===== src/rtl/operacional_multi.sv =====
// operacional_multi: door-lock controller with user code table, master code and escalating lockout.
// Optional intrusion alarm: define ALARME_INTRUSAO_EN.
module operacional_multi #(
   parameter int NUM_DIGITOS = 4,
   parameter int NUM_SENHAS = 4,
   parameter logic [4*NUM_DIGITOS-1:0] SENHA_MASTER = 'h1234,
   parameter int MAX_TENT = 5,
   parameter int DEBOUNCE = 10,
   parameter int FECHAR_AUT = 100,
   parameter int BIPAR = 200,
   parameter int DURACAO_ERRO = 50,
   parameter int BLOQ_BASE = 1000,
   parameter int BLOQ_MAX_SHIFT = 3,
   parameter int CNT_W = 16,
   localparam int SW = 4*NUM_DIGITOS,
   localparam int IDX_W = (NUM_SENHAS > 1) ? $clog2(NUM_SENHAS) : 1
) (
   input  logic             clk,
   input  logic             rst,
   input  logic             sensor_contato,
   input  logic             botao_interno,
   input  logic             botao_bloqueio,
   input  logic [SW-1:0]    senha_value,
   input  logic             senha_valid,
   input  logic             cfg_we,
   input  logic [IDX_W-1:0] cfg_idx,
   input  logic [SW-1:0]    cfg_data,
   output logic             teclado_en,
   output logic             tranca,
   output logic             bip,
   output logic [2:0]       tent,
   output logic [23:0]      bcd_pac
);

   localparam int NIV_W = (BLOQ_MAX_SHIFT > 0) ? $clog2(BLOQ_MAX_SHIFT + 1) : 1;
   localparam logic [23:0] BCD_VAZIO = 24'hBBBBBB;
   localparam logic [23:0] BCD_TRACO = 24'hAAAAAA;

   typedef enum logic [3:0] {
      S_RESET,
      S_TRANCADA,
      S_VALIDAR,
      S_ERRADA,
      S_BLOQ,
      S_ENCOSTADA,
      S_ABERTA,
      S_BIP_ABERTA,
      S_BIP_INCOMP,
      S_DEBOUNCE,
      S_NAO_PERT
`ifdef ALARME_INTRUSAO_EN
      , S_ALARME
`endif
   } estado_t;

   estado_t          r_estado;
   estado_t          r_alvo;
   estado_t          r_origem;
   logic             r_fonte;
   logic [CNT_W-1:0] r_cont;
   logic [2:0]       r_tent;
   logic [NIV_W-1:0] r_niv;
   logic [SW-1:0]    r_senha;
   logic [SW-1:0]    r_slots [NUM_SENHAS];
`ifdef ALARME_INTRUSAO_EN
   logic             r_de_alarme;
`endif

   estado_t          w_prox;
   estado_t          w_alvo;
   logic             w_fonte;
   logic             w_btn;
   logic             w_incomp;
   logic             w_master;
   logic             w_hit_slot;
   logic             w_acerto;
   logic             w_fim_bloq;
   logic [CNT_W-1:0] w_bloq_len;
   logic [23:0]      w_tracos;

   assign w_btn      = r_fonte ? botao_bloqueio : botao_interno;
   assign w_incomp   = (senha_value[3:0] == 4'hE);
   assign w_master   = (r_senha == SENHA_MASTER);
   assign w_acerto   = w_master | w_hit_slot;
   assign w_bloq_len = CNT_W'(BLOQ_BASE) << r_niv;
   assign w_fim_bloq = (r_estado == S_BLOQ) && (w_prox == S_TRANCADA);

   // A slot holding all-F digits is disabled and never matches
   always_comb begin
      w_hit_slot = 1'b0;
      for (int i = 0; i < NUM_SENHAS; i++) begin
         if ((r_slots[i] != '1) && (r_slots[i] == r_senha))
            w_hit_slot = 1'b1;
      end
   end

   always_comb begin
      w_tracos = BCD_VAZIO;
      for (int i = 0; i < 6; i++) begin
         if (i < int'(r_tent))
            w_tracos[4*i +: 4] = 4'hA;
      end
   end

   always_comb begin
      w_prox  = r_estado;
      w_alvo  = S_TRANCADA;
      w_fonte = 1'b0;
      case (r_estado)
         S_RESET:
            if (!sensor_contato)
               w_prox = S_TRANCADA;
         S_TRANCADA:
            if (senha_valid && w_incomp)
               w_prox = S_BIP_INCOMP;
            else if (botao_bloqueio) begin
               w_prox  = S_DEBOUNCE;
               w_alvo  = S_NAO_PERT;
               w_fonte = 1'b1;
            end else if (botao_interno) begin
               w_prox = S_DEBOUNCE;
               w_alvo = S_ENCOSTADA;
            end else if (senha_valid)
               w_prox = S_VALIDAR;
         S_VALIDAR: begin
            w_prox = w_acerto ? S_ENCOSTADA : S_ERRADA;
`ifdef ALARME_INTRUSAO_EN
            if (r_de_alarme)
               w_prox = w_master ? S_ENCOSTADA : S_ALARME;
`endif
         end
         S_ERRADA:
            if (r_cont == CNT_W'(DURACAO_ERRO - 1))
               w_prox = (r_tent < 3'(MAX_TENT)) ? S_TRANCADA : S_BLOQ;
         S_BLOQ:
            if (r_cont == w_bloq_len - CNT_W'(1))
               w_prox = S_TRANCADA;
         S_ENCOSTADA:
            if (botao_interno) begin
               w_prox = S_DEBOUNCE;
               w_alvo = S_TRANCADA;
            end else if (sensor_contato)
               w_prox = S_ABERTA;
            else if (r_cont == CNT_W'(FECHAR_AUT - 1))
               w_prox = S_TRANCADA;
         S_ABERTA:
            if (!sensor_contato)
               w_prox = S_ENCOSTADA;
            else if (r_cont == CNT_W'(BIPAR - 1))
               w_prox = S_BIP_ABERTA;
         S_BIP_ABERTA:
            if (!sensor_contato)
               w_prox = S_ENCOSTADA;
         S_BIP_INCOMP:
            if (r_cont == CNT_W'(DURACAO_ERRO - 1))
               w_prox = S_TRANCADA;
         S_DEBOUNCE:
            if (!w_btn)
               w_prox = r_origem;
            else if (r_cont == CNT_W'(DEBOUNCE - 1))
               w_prox = r_alvo;
         S_NAO_PERT:
            if (botao_interno) begin
               w_prox = S_DEBOUNCE;
               w_alvo = S_ENCOSTADA;
            end
`ifdef ALARME_INTRUSAO_EN
         S_ALARME:
            if (senha_valid)
               w_prox = S_VALIDAR;
`endif
         default:
            w_prox = S_RESET;
      endcase
`ifdef ALARME_INTRUSAO_EN
      if (sensor_contato && ((r_estado == S_TRANCADA) ||
          (r_estado == S_BLOQ) || (r_estado == S_NAO_PERT)))
         w_prox = S_ALARME;
`endif
   end

   always_ff @(posedge clk) begin
      if (!rst) begin
         r_estado <= S_RESET;
         r_cont   <= '0;
         r_alvo   <= S_TRANCADA;
         r_origem <= S_TRANCADA;
         r_fonte  <= 1'b0;
         r_senha  <= '0;
      end else begin
         r_estado <= w_prox;
         r_cont   <= (w_prox != r_estado) ? '0 : r_cont + CNT_W'(1);
         if ((w_prox == S_DEBOUNCE) && (r_estado != S_DEBOUNCE)) begin
            r_alvo   <= w_alvo;
            r_origem <= r_estado;
            r_fonte  <= w_fonte;
         end
         if (w_prox == S_VALIDAR)
            r_senha <= senha_value;
      end
   end

`ifdef ALARME_INTRUSAO_EN
   always_ff @(posedge clk) begin
      if (!rst)
         r_de_alarme <= 1'b0;
      else if (w_prox == S_VALIDAR)
         r_de_alarme <= (r_estado == S_ALARME);
   end
`endif

   always_ff @(posedge clk) begin
      if (!rst) begin
         r_tent <= '0;
         r_niv  <= '0;
      end else if (r_estado == S_VALIDAR) begin
         if (w_prox == S_ENCOSTADA) begin
            r_tent <= '0;
            r_niv  <= '0;
         end else if ((w_prox == S_ERRADA) && (r_tent < 3'(MAX_TENT)))
            r_tent <= r_tent + 3'd1;
      end else if (w_fim_bloq) begin
         r_tent <= '0;
         if (r_niv < NIV_W'(BLOQ_MAX_SHIFT))
            r_niv <= r_niv + NIV_W'(1);
      end
   end

   // Slot writes only while the door stands open
   always_ff @(posedge clk) begin
      if (!rst) begin
         for (int i = 0; i < NUM_SENHAS; i++)
            r_slots[i] <= '1;
      end else if (cfg_we && (r_estado == S_ABERTA) &&
                   (int'(cfg_idx) < NUM_SENHAS)) begin
         r_slots[cfg_idx] <= cfg_data;
      end
   end

   always_comb begin
      tranca     = 1'b0;
      bip        = 1'b0;
      teclado_en = 1'b0;
      bcd_pac    = BCD_VAZIO;
      case (r_estado)
         S_TRANCADA: begin
            tranca     = 1'b1;
            teclado_en = 1'b1;
         end
         S_VALIDAR:    tranca = 1'b1;
         S_ERRADA: begin
            tranca  = 1'b1;
            bcd_pac = w_tracos;
         end
         S_BLOQ: begin
            tranca  = 1'b1;
            bcd_pac = BCD_TRACO;
         end
         S_BIP_ABERTA: bip = 1'b1;
         S_BIP_INCOMP: begin
            tranca = 1'b1;
            bip    = 1'b1;
         end
         S_DEBOUNCE:   tranca = (r_origem != S_ENCOSTADA);
         S_NAO_PERT:   tranca = 1'b1;
`ifdef ALARME_INTRUSAO_EN
         S_ALARME: begin
            tranca     = 1'b1;
            bip        = 1'b1;
            teclado_en = 1'b1;
            bcd_pac    = BCD_TRACO;
         end
`endif
         default: ;
      endcase
   end

   assign tent = r_tent;

endmodule


===== config.mk =====
export PLATFORM = sky130hd
export DESIGN_NAME = operacional_multi
export DESIGN_NICKNAME = d
export VERILOG_FILES = /design/src/rtl/operacional_multi.sv
export SDC_FILE = /design/constraint.sdc
export NUM_CORES = 1
export LEC_CHECK = 0
export CORE_UTILIZATION = 62
export DETAILED_ROUTE_END_ITERATION = 7
export PLACE_DENSITY = 0.86
export SKIP_LAST_GASP = 1
export SYNTH_ARGS = -nofsm -noshare
export SYNTH_HDL_FRONTEND = slang
export SYNTH_SLANG_ARGS = --single-unit

===== constraint.sdc =====
create_clock -name clk -period 7.7 [get_ports clk]
set_input_delay 0.77 -clock clk [delete_from_list [all_inputs] [get_ports clk]]
set_output_delay 0.77 -clock clk [all_outputs]
set_load 0.1 [all_outputs]

==> impl_metrics.sql, run 1 <==
INSERT INTO impl_metrics (metric_group, metric, value, unit) VALUES
('critical_path', 'crit_path_start', 'r_estado[0]$_SDFF_PN0_', ''),
('placement', 'numPortBuffers', '52', ''),
('critical_path', 'delay_heaviest_family_cp', 'buffers and inverters', ''),
('cts', 'tritoncts.num_buffers', '17', ''),
('die', 'core', '9955', 'um2'),
('grt', 'maximum_number_of_pins_on_one_net_before_global_route_repair', '47', ''),
('synth', 'synth-async-reset-ratio', '0', '%'),
('timing', 'maxSlewHeadroom', '34.69', '%'),
('die', 'io-pin-count', '71', ''),
('detailed_routing', 'route.detailed.wl_per_inst', '19.64', 'um'),
('detailed_routing', 'drt.antenna.violating_nets', '0', ''),
('die', 'start_util', '65.23', '%'),
('power_and_ir_drop', 'pwr_per_cell_area', '254.0', 'nW/um2'),
('critical_path', 'rr_startpoint', 'r_estado[0]$_SDFF_PN0_', ''),
('detailed_routing', 'dr.pass1.iters', '5', ''),
('grt', 'grt_first_pass_wirelength', '25850', 'um'),
('power_and_ir_drop', 'ir_drop', '0.0002583', 'V'),
('cts', 'later_pin_clock_latency_in_the_skew_report', '0.53', 'ns'),
('timing', 'count_of_pins_over_their_slew_limit', '0', ''),
('synth', 'post_synth_num_cell_types', '73', ''),
('cts', 'postCtsSetupRepairBufs', '0', ''),
('critical_path', 'r2r_endpoint', 'r_senha[10]$_SDFFE_PN0N_', ''),
('layout', 'number_of_diodes', '0', ''),
('synth', 'postSynthCellCount', '651', ''),
('detailed_routing', 'initialDrtViolationCount', '460', ''),
('detailed_routing', 'routed_wirelength', '16240', 'um'),
('grt', 'grt_util_all_layers', '31.15', '%'),
('timing', 'worst-slew-pin-transition', '0.9766', 'ns'),
('timing', 'rsz_0062_raised_after_global_routing', 'no', ''),
('cts', 'clk_root_buffer_cell', 'clkbuf_8', ''),
('critical_path', 'cpPeakStageDelay', '1.16', 'ns'),
('layout', 'multi_input_area', '3263', 'um2'),
('min_path', 'hold_path_class', 'reg2reg', ''),
('critical_path', 'cp_capture_point', 'bcd_pac[8]', ''),
('timing', 'min_period', '4.184', 'ns'),
('critical_path', 'r2r_slack', '3.94', 'ns'),
('synth', 'synth_largest_area_cell', 'edfxtp_1', ''),
('critical_path', 'path_class', 'reg2out', ''),
('detailed_routing', 'detail_route.vias_per_cell', '6.282', ''),
('synth', 'post_synth_main_area_contributors', 'edfxtp_1 30%, dfxtp_1 15%, xor2_1 7.4%', ''),
('layout', 'final_nets', '729', ''),
('synth', 'ys_warn_count', '0', ''),
('grt', 'grt_antenna_before_repair', '0', ''),
('cts', 'holdBufCountCts', '0', ''),
('timing', 'setup_viol_count_final', '0', ''),
('die', 'chipHeight', '104.3', 'um'),
('power_and_ir_drop', 'power.static_leakage', '2.420', 'nW'),
('die', 'die_area', '10890', 'um2'),
('cts', 'cts.sinks', '113', ''),
('synth', 'synth_flop_cell', 'edfxtp_1', ''),
('critical_path', 'worst_path_max_delay_cell', 'clkdlybuf4s50_1', ''),
('critical_path', 'worst_ep_required_time', '6.93', 'ns'),
('placement', 'gpl.final_weighted_congestion', '1.003', ''),
('timing', 'fin_crit_sh', '54.33', '%'),
('timing', 'setup-tns-final', '0', 'ns'),
('flow_run', 'timing.max_cap.violations', '0', ''),
('grt', 'grt_overflow', '0', ''),
('timing', 'skew', '0.007191', 'ns'),
('cts', 'worst_setup_hold_path_clk_slew', '0.05', 'ns'),
('status', 'status', 'finished clean', ''),
('die', 'floorplan.rows', '36', ''),
('critical_path', 'critPathBufInv', '1', ''),
('timing', 'maxClockFrequency', '0.2390', 'GHz'),
('die', 'die_w', '104.3', 'um'),
('synth', 'synth_area', '6494', 'um2'),
('grt', 'vias_in_the_first_global_route', '4873', ''),
('detailed_routing', 'remaining_drc_errors', '0', ''),
('placement', 'hpwlAfterDp', '11300', 'um'),
('synth', 'synth_edf_count', '64', ''),
('timing', 'finalHoldViolations', '0', ''),
('critical_path', 'ordered_cell_list_for_the_critical_path', 'nand2b_1, or3_1, o21ai_0, o21bai_1, clkdlybuf4s50_1', '');
==> Yosys cell counts (all sizes together) (4+ instances only) <==
master,n
nand3,10
o21ai,9
ha,7
a21o,4
and3,4
inv,12
buf,26
mux2i,19
nor3,10
edfxtp,64
or3,7
a21oi,14
dfxtp,49
o31ai,5
nor4b,6
xor2,55
clkbuf,33
nand4,28
or2,48
xnor2,26
nor4bb,4
nor2,24
nor4,39
nor2b,5
nand2b,24
nand2,58
==> flip-flops by register name, summed over array words and instances (netlist names) <==
register / cells
r_slots: 64
r_cont: 16
r_senha: 16
r_estado: 4
r_origem: 4
r_alvo: 3
tent: 3
r_niv: 2
r_fonte: 1
==> cell usage in the layout (no fill, tap or decap), types with 5 or more instances in the layout <==
master,instances
clkbuf_8,5
nand2_1,58
conb_1,18
o31ai_1,5
ha_1,7
dfxtp_1,49
inv_1,12
nor4b_1,6
edfxtp_1,64
nand3_1,10
nor3_1,10
nor2b_1,5
clkdlybuf4s50_1,52
or2_2,48
xnor2_1,26
o21ai_0,9
xor2_1,55
nand2b_1,24
or3_1,5
nor2_1,24
nand4_1,28
clkbuf_16,16
a21oi_1,13
mux2i_1,19
nor4_1,37
==> stage by stage <==
step | total power, mW | instance area (um2) | setup slack (ns) | instances
after floorplan | 1.068 | 6554 | 2.388 | 667
final | 1.901 | 7485 | 3.516 | 827
after detailed placement | 1.155 | 6917 | 3.892 | 795
after global placement | 1.147 | 6917 | 4.029 | 795
after global routing | 1.966 | 7485 | 3.280 | 827
after CTS | 1.898 | 7485 | 3.505 | 827
==> final cells by class <==
class / count / share of cell area, %
clock buffers: 25 / 6.469
clock inverters: 7 / 1.120
inverters: 13 / 0.6520
multi-input cells: 482 / 43.60
flip-flops and latches: 113 / 38.78
well taps: 133 / 2.223
repair buffers: 54 / 7.155
==> cell families after synthesis <==
group	Yosys count	synth area share (%)
xor+xnor	81	10.92
buf+inv	72	5.973
flops	113	44.70
mux	20	3.102
compound gates	67	7.746
simple gates	289	26.09
fa+ha+maj	7	1.349
other cells	2	0.1157
==> how the worst min path moves through the flow <==
stage,endpoint,cells past startpoint,from
5_1_grt,r_alvo[0]$_SDFFE_PN1P_,2,r_alvo[0]$_SDFFE_PN1P_
3_5_place_dp,r_alvo[0]$_SDFFE_PN1P_,2,r_alvo[0]$_SDFFE_PN1P_
6_report,r_alvo[0]$_SDFFE_PN1P_,2,r_alvo[0]$_SDFFE_PN1P_
3_3_place_gp,r_alvo[0]$_SDFFE_PN1P_,2,r_alvo[0]$_SDFFE_PN1P_
2_1_floorplan,r_alvo[0]$_SDFFE_PN1P_,2,r_alvo[0]$_SDFFE_PN1P_
4_1_cts,r_alvo[0]$_SDFFE_PN1P_,2,r_alvo[0]$_SDFFE_PN1P_
==> per-layer routing <==
layer  part of all wire, %  wire length, um  track usage [%]  up-vias
li1                      -                -                -     2372
met2                    45             7376            46.64      327
met4                   2.4              388            11.84        0
met5                     0                0                0        -
met1                    42             6897            42.93     2461
met3                   9.7             1581            8.521       35
==> power breakdown <==
| group | switching (mW) | leakage [nW] | internal [mW] |
|---|---|---|---|
| clock network | 0.257 | 0.275 | 0.490 |
| registers | 0.0594 | 0.829 | 0.659 |
| logic | 0.298 | 1.32 | 0.137 |
| total | 0.614 | 2.42 | 1.29 |
==> tightest hold or removal path, delay by kind of cell (launching register included) <==
| family | cells | cell delay, ns |
|---|---|---|
| AOI/OAI and AO/OA | 1 | 0.05 |
| buffers and inverters | 1 | 0.05 |
| DFF | 1 | 0.32 |
Power figures use the tool's default switching activity.
==> run 2: changes to the inputs <==
--- a/config.mk
+++ b/config.mk
@@ -5,9 +5,9 @@
 export SDC_FILE = /design/constraint.sdc
 export NUM_CORES = 1
 export LEC_CHECK = 0
-export CORE_UTILIZATION = 62
+export CORE_UTILIZATION = 57
 export DETAILED_ROUTE_END_ITERATION = 7
-export PLACE_DENSITY = 0.86
+export PLACE_DENSITY = 0.79
 export SKIP_LAST_GASP = 1
 export SYNTH_ARGS = -nofsm -noshare
 export SYNTH_HDL_FRONTEND = slang
==> constraint.sdc (replaced) <==
create_clock -name clk -period 3.9 [get_ports clk]
set_input_delay 0.39 -clock clk [delete_from_list [all_inputs] [get_ports clk]]
set_output_delay 0.39 -clock clk [all_outputs]
set_load 0.1 [all_outputs]
==> impl_metrics.sql, run 2 (synthesized netlist as in run 1, its figures left out) <==
INSERT INTO impl_metrics (metric_group, metric, value, unit) VALUES
('status', 'status', 'finished clean', ''),
('grt', 'grt_util_all_layers', '27.18', '%'),
('flow_run', 'timing.max_cap.violations', '0', ''),
('detailed_routing', 'vias', '5012', ''),
('critical_path', 'critPathCaptureType', 'primary output', ''),
('layout', 'final_nets', '734', ''),
('timing', 'setup_viol_count_final', '0', ''),
('critical_path', 'worstPathArrival', '3.21', 'ns'),
('grt', 'grt_overflow', '0', ''),
('grt', 'maximum_number_of_pins_on_one_net_before_global_route_repair', '46', ''),
('min_path', 'hold_path_class', 'reg2reg', ''),
('die', 'core', '10980', 'um2'),
('die', 'floorplan.rows', '38', ''),
('die', 'start_util', '59.13', '%'),
('timing', 'worst_slack', '0.2998', 'ns'),
('detailed_routing', 'initialDrtViolationCount', '460', ''),
('placement', 'post-place-ws', '0.4979', 'ns'),
('grt', 'grt_antenna_before_repair', '0', ''),
('critical_path', 'timing.critical_path.fanout_max', '16', ''),
('power_and_ir_drop', 'ir_drop', '0.0004936', 'V'),
('cts', 'postCtsSetupRepairBufs', '0', ''),
('timing', 'maxSlewHeadroom', '33.50', '%'),
('layout', 'layout_common_cells', '64 x edfxtp_1, 58 x nand2_1, 55 x xor2_1, 49 x dfxtp_1, 48 x or2_2', ''),
('die', 'die_area', '11820', 'um2'),
('layout', 'flip_flop_count_of_the_largest_register_after_layout', '64', ''),
('timing', 'setup-tns-final', '0', 'ns'),
('detailed_routing', 'wl_met2', '6853', 'um'),
('placement', 'hpwlAfterDp', '11210', 'um'),
('layout', 'syn2layout_area_growth', '15.13', '%'),
('critical_path', 'timing.critical_path.from_type', 'register', ''),
('timing', 'maxClockFrequency', '0.2778', 'GHz'),
('timing', 'count_of_pins_over_their_slew_limit', '0', ''),
('detailed_routing', 'remaining_drc_errors', '0', ''),
('layout', 'layout_commonest_cell', 'edfxtp_1', ''),
('detailed_routing', 'drt.antenna.violating_nets', '0', ''),
('cts', 'tritoncts.num_buffers', '17', ''),
('timing', 'finalHoldViolations', '0', ''),
('detailed_routing', 'detail_route.wirelength.met1', '7018', 'um'),
('grt', 'vias_in_the_first_global_route', '4740', ''),
('cts', 'cts-htree-levels', '4', ''),
('die', 'chipHeight', '108.7', 'um'),
('die', 'die_w', '108.7', 'um'),
('detailed_routing', 'routed_wirelength', '15300', 'um'),
('layout', 'biggest_regs', 'r_slots x64, r_cont x16, r_senha x16', ''),
('timing', 'min_period', '3.600', 'ns'),
('timing', 'skew', '0.01211', 'ns'),
('timing', 'worst-slew-pin-transition', '0.9893', 'ns'),
('cts', 'clk_root_buffer_cell', 'clkbuf_16', ''),
('power_and_ir_drop', 'pwr_per_cell_area', '487.1', 'nW/um2'),
('cts', 'total_of_cells_resized_after_clock_tree_synthesis', '0', ''),
('layout', 'number_of_diodes', '0', ''),
('layout', 'layout-drive-gt1-share', '14.31', '%'),
('die', 'io-pin-count', '71', ''),
('critical_path', 'path_class', 'reg2out', ''),
('cts', 'clock_tree_from_tritoncts', 'yes', ''),
('cts', 'cts.sinks', '113', ''),
('detailed_routing', 'detail_route.vias_per_cell', '5.974', ''),
('grt', 'grt_first_pass_wirelength', '23780', 'um'),
('detailed_routing', 'route.detailed.wl_per_inst', '18.23', 'um'),
('detailed_routing', 'dr.pass1.iters', '6', ''),
('cts', 'clk_buf_depth', '2', ''),
('cts', 'holdBufCountCts', '0', ''),
('placement', 'numPortBuffers', '52', ''),
('cts', 'later_pin_clock_latency_in_the_skew_report', '0.41', 'ns'),
('cts', 'worst_setup_hold_path_clk_slew', '0.05', 'ns'),
('power_and_ir_drop', 'power.static_leakage', '2.420', 'nW'),
('critical_path', 'worst_ep_required_time', '3.51', 'ns'),
('detailed_routing', 'routed-wl-met3', '1247', 'um'),
('timing', 'rsz_0062_raised_after_global_routing', 'no', ''),
('placement', 'gpl.final_weighted_congestion', '0.9503', ''),
('timing', 'fin_crit_sh', '92.31', '%'),
('detailed_routing', 'topRoutingLayerUsed', 'met4', ''),
('layout', 'max_flop_register', 'r_slots', '');
-- run 2: final cells by class --
type	count	area, um2
Inverter	13	48.80
Clock inverter	8	66.31
Fill cell	866	3507
Multi-Input combinational cell	482	3273
Clock buffer	24	451.7
Tap cell	140	175.2
Sequential cell	113	2903
Timing Repair Buffer	59	558.0
-- run 2: through the flow --
stage          hold slack [ns]  util, %  cells  total power, mW  instance area (um2)
6_report                0.4688    68.07    839            3.642                 7476
5_1_grt                 0.4897    68.07    839            3.782                 7476
4_1_cts                 0.4705    68.07    839            3.650                 7476
3_5_place_dp            0.4599    63.35    807            2.288                 6958
3_3_place_gp            0.4614    63.35    807            2.278                 6958
2_1_floorplan           0.4230        -    667            2.112                 6564
-- run 2: metal layers --
metal,GRT usage [%],up-vias
li1,-,2379
met5,0,-
met3,8.069,20
met1,37.17,2410
met4,8.398,0
met2,41.41,203
-- run 2: where the power goes --
part | leakage, nW | internal, mW | switching [mW]
clock | 0.245 | 0.863 | 0.503
combinational | 1.35 | 0.271 | 0.595
sequential | 0.829 | 1.30 | 0.108
total | 2.42 | 2.44 | 1.21
-- run 2: path summary, 6_finish.rpt --
check | slack (ns) | cells past startpoint | to | from
setup / recovery | 0.30 | 4 | bcd_pac[16] | r_estado[2]$_SDFF_PN0_
hold / removal | 0.47 | 1 | r_alvo[2]$_SDFFE_PN0P_ | r_alvo[2]$_SDFFE_PN0P_
setup reg to reg | 0.67 | 8 | r_cont[5]$_SDFF_PP0_ | r_cont[0]$_SDFF_PP0_
hold reg to reg | 0.47 | 1 | r_alvo[2]$_SDFFE_PN0P_ | r_alvo[2]$_SDFFE_PN0P_
-- run 2: critical path: stages, from the launching register on --
cell and delay [ns]:
dfxtp_1 0.69, inv_1 0.26, nor4_1 0.70, a21oi_1 0.13, clkdlybuf4s50_1 1.02
==> run 3: changes to the inputs <==
--- a/config.mk
+++ b/config.mk
@@ -5,9 +5,10 @@
 export SDC_FILE = /design/constraint.sdc
 export NUM_CORES = 1
 export LEC_CHECK = 0
-export CORE_UTILIZATION = 57
+export CORE_ASPECT_RATIO = 1.5
+export CORE_UTILIZATION = 50
 export DETAILED_ROUTE_END_ITERATION = 7
-export PLACE_DENSITY = 0.79
+export PLACE_DENSITY = 0.71
 export SKIP_LAST_GASP = 1
 export SYNTH_ARGS = -nofsm -noshare
 export SYNTH_HDL_FRONTEND = slang
==> impl_metrics.sql, run 3 (synthesized netlist as in run 1, its figures left out) <==
INSERT INTO impl_metrics (metric_group, metric, value, unit) VALUES
('grt', 'grt_overflow', '0', ''),
('power_and_ir_drop', 'pwr_per_cell_area', '509.7', 'nW/um2'),
('critical_path', 'crit_path_start', 'r_cont[0]$_SDFF_PP0_', ''),
('timing', 'setup-tns-final', '0', 'ns'),
('power_and_ir_drop', 'ir_drop', '0.0003064', 'V'),
('layout', 'flip_flop_count_of_the_largest_register_after_layout', '64', ''),
('detailed_routing', 'remaining_drc_errors', '0', ''),
('grt', 'maximum_number_of_pins_on_one_net_before_global_route_repair', '46', ''),
('timing', 'count_of_pins_over_their_slew_limit', '0', ''),
('layout', 'layout-drive-gt1-share', '15.21', '%'),
('timing', 'skew', '0.01115', 'ns'),
('die', 'die_w', '95.05', 'um'),
('grt', 'vias_in_the_first_global_route', '5097', ''),
('cts', 'later_pin_clock_latency_in_the_skew_report', '0.41', 'ns'),
('critical_path', 'rr_startpoint', 'r_cont[0]$_SDFF_PP0_', ''),
('critical_path', 'critPathCaptureType', 'register', ''),
('critical_path', 'worst_ep_required_time', '4.23', 'ns'),
('die', 'core', '12570', 'um2'),
('cts', 'cts-htree-levels', '4', ''),
('placement', 'post-place-ws', '0.4777', 'ns'),
('timing', 'finalHoldViolations', '0', ''),
('detailed_routing', 'route.detailed.wl_per_inst', '19.92', 'um'),
('cts', 'clock_tree_from_tritoncts', 'yes', ''),
('cts', 'cts.sinks', '113', ''),
('placement', 'hpwlAfterDp', '12370', 'um'),
('grt', 'grt_first_pass_wirelength', '26470', 'um'),
('power_and_ir_drop', 'power.static_leakage', '2.447', 'nW'),
('critical_path', 'worstPathArrival', '3.76', 'ns'),
('flow_run', 'timing.max_cap.violations', '0', ''),
('layout', 'syn2layout_area_growth', '16.24', '%'),
('die', 'floorplan.rows', '50', ''),
('layout', 'biggest_regs', 'r_slots x64, r_cont x16, r_senha x16', ''),
('timing', 'rsz_0062_raised_after_global_routing', 'no', ''),
('placement', 'gpl.final_weighted_congestion', '0.9400', ''),
('layout', 'final_core_utilization', '60.03', '%'),
('timing', 'min_period', '3.434', 'ns'),
('grt', 'grt_antenna_before_repair', '0', ''),
('cts', 'tritoncts.num_buffers', '17', ''),
('detailed_routing', 'detail_route.vias_per_cell', '5.905', ''),
('cts', 'clk_buf_depth', '2', ''),
('status', 'status', 'finished clean', ''),
('cts', 'worst_setup_hold_path_clk_slew', '0.06', 'ns'),
('cts', 'postCtsSetupRepairBufs', '0', ''),
('detailed_routing', 'initialDrtViolationCount', '214', ''),
('timing', 'maxSlewHeadroom', '34.70', '%'),
('placement', 'placedCellCount', '821', ''),
('min_path', 'hold_path_class', 'reg2reg', ''),
('timing', 'fin_crit_sh', '88.04', '%'),
('grt', 'grt_util_all_layers', '26.77', '%'),
('timing', 'maxClockFrequency', '0.2912', 'GHz'),
('die', 'start_util', '51.64', '%'),
('min_path', 'hold_sp', 'r_origem[0]$_SDFFE_PN1P_', ''),
('critical_path', 'timing.critical_path.from_type', 'register', ''),
('timing', 'setup_viol_count_final', '0', ''),
('layout', 'number_of_diodes', '0', ''),
('detailed_routing', 'drt.antenna.violating_nets', '0', ''),
('die', 'io-pin-count', '71', ''),
('cts', 'total_of_cells_resized_after_clock_tree_synthesis', '0', ''),
('cts', 'holdBufCountCts', '0', ''),
('detailed_routing', 'dr.pass1.iters', '5', ''),
('die', 'chipHeight', '141.6', 'um'),
('layout', 'max_flop_register', 'r_slots', ''),
('detailed_routing', 'routed_wirelength', '16990', 'um'),
('placement', 'numPortBuffers', '52', ''),
('timing', 'worst_slack', '0.4663', 'ns'),
('die', 'die_area', '13460', 'um2'),
('detailed_routing', 'vias', '5037', ''),
('layout', 'final_nets', '732', ''),
('critical_path', 'timing.critical_path.fanout_max', '16', ''),
('critical_path', 'path_class', 'reg2reg', ''),
('layout', 'finish.cell_count_without_fillers', '853', ''),
('layout', 'layout_commonest_cell', 'edfxtp_1', ''),
('layout', 'layout_common_cells', '64 x edfxtp_1, 58 x nand2_1, 55 x xor2_1, 49 x dfxtp_1, 48 x or2_2', ''),
('cts', 'clk_root_buffer_cell', 'clkbuf_16', ''),
('timing', 'worst-slew-pin-transition', '0.9714', 'ns');
[run 3: cell count changes in the layout (fill, tap and decap cells not counted), moves of 2 or more]
| cell | delta |
|---|---|
| clkbuf_1 | -6 |
| buf_4 | -2 |
| bufinv_16 | +2 |
| inv_6 | +2 |
[run 3: critical path, cell delays in order, from the launching register on]
cell	delay, ns
dfxtp_1	0.37
ha_1	0.17
or4bb_1	0.52
nor4_4	0.41
mux2i_1	0.25
a211o_1	0.15
nor3b_1	0.36
o2111a_1	0.84
mux2i_1	0.27
[run 3: area by class of cell]
cell class	instances	area, um2
Clock buffer	18	429.2
Clock inverter	14	161.4
Fill cell	1039	5026
Inverter	13	48.80
Multi-Input combinational cell	482	3273
Sequential cell	113	2903
Tap cell	156	195.2
Timing Repair Buffer	57	538.0
[run 3: path summary, 6_finish.rpt]
check | to | slack [ns] | depth (start not counted)
worst min register to register | r_origem[0]$_SDFFE_PN1P_ | 0.48 | 2
worst max register to register | r_senha[13]$_SDFFE_PN0N_ | 0.47 | 8
worst min-delay path | r_origem[0]$_SDFFE_PN1P_ | 0.48 | 2
worst max-delay path | r_senha[13]$_SDFFE_PN0N_ | 0.47 | 8
[run 3: report_power, final]
part           switching, mW  internal, mW
logic                  0.619         0.276
registers              0.102          1.30
clock network          0.550         0.999
total                   1.27          2.58
[run 3: per-stage QoR]
stage	total power, mW	cell area (um2)	hold WS, ns
floorplan	2.112	6564	0.4230
global placement	2.295	6958	0.4610
detailed placement	2.310	6958	0.4658
CTS	3.838	7548	0.4743
global route	3.977	7548	0.5025
finish	3.847	7548	0.4757
[run 3: metal layers]
| metal | vias to the layer above | track usage, % | routed length (um) |
|---|---|---|---|
| li1 | 2391 | - | - |
| met1 | 2417 | 28.55 | 6137 |
| met2 | 192 | 49.56 | 9350 |
| met3 | 37 | 4.930 | 895 |
| met4 | 0 | 12.52 | 605 |
| met5 | - | 0 | 0 |
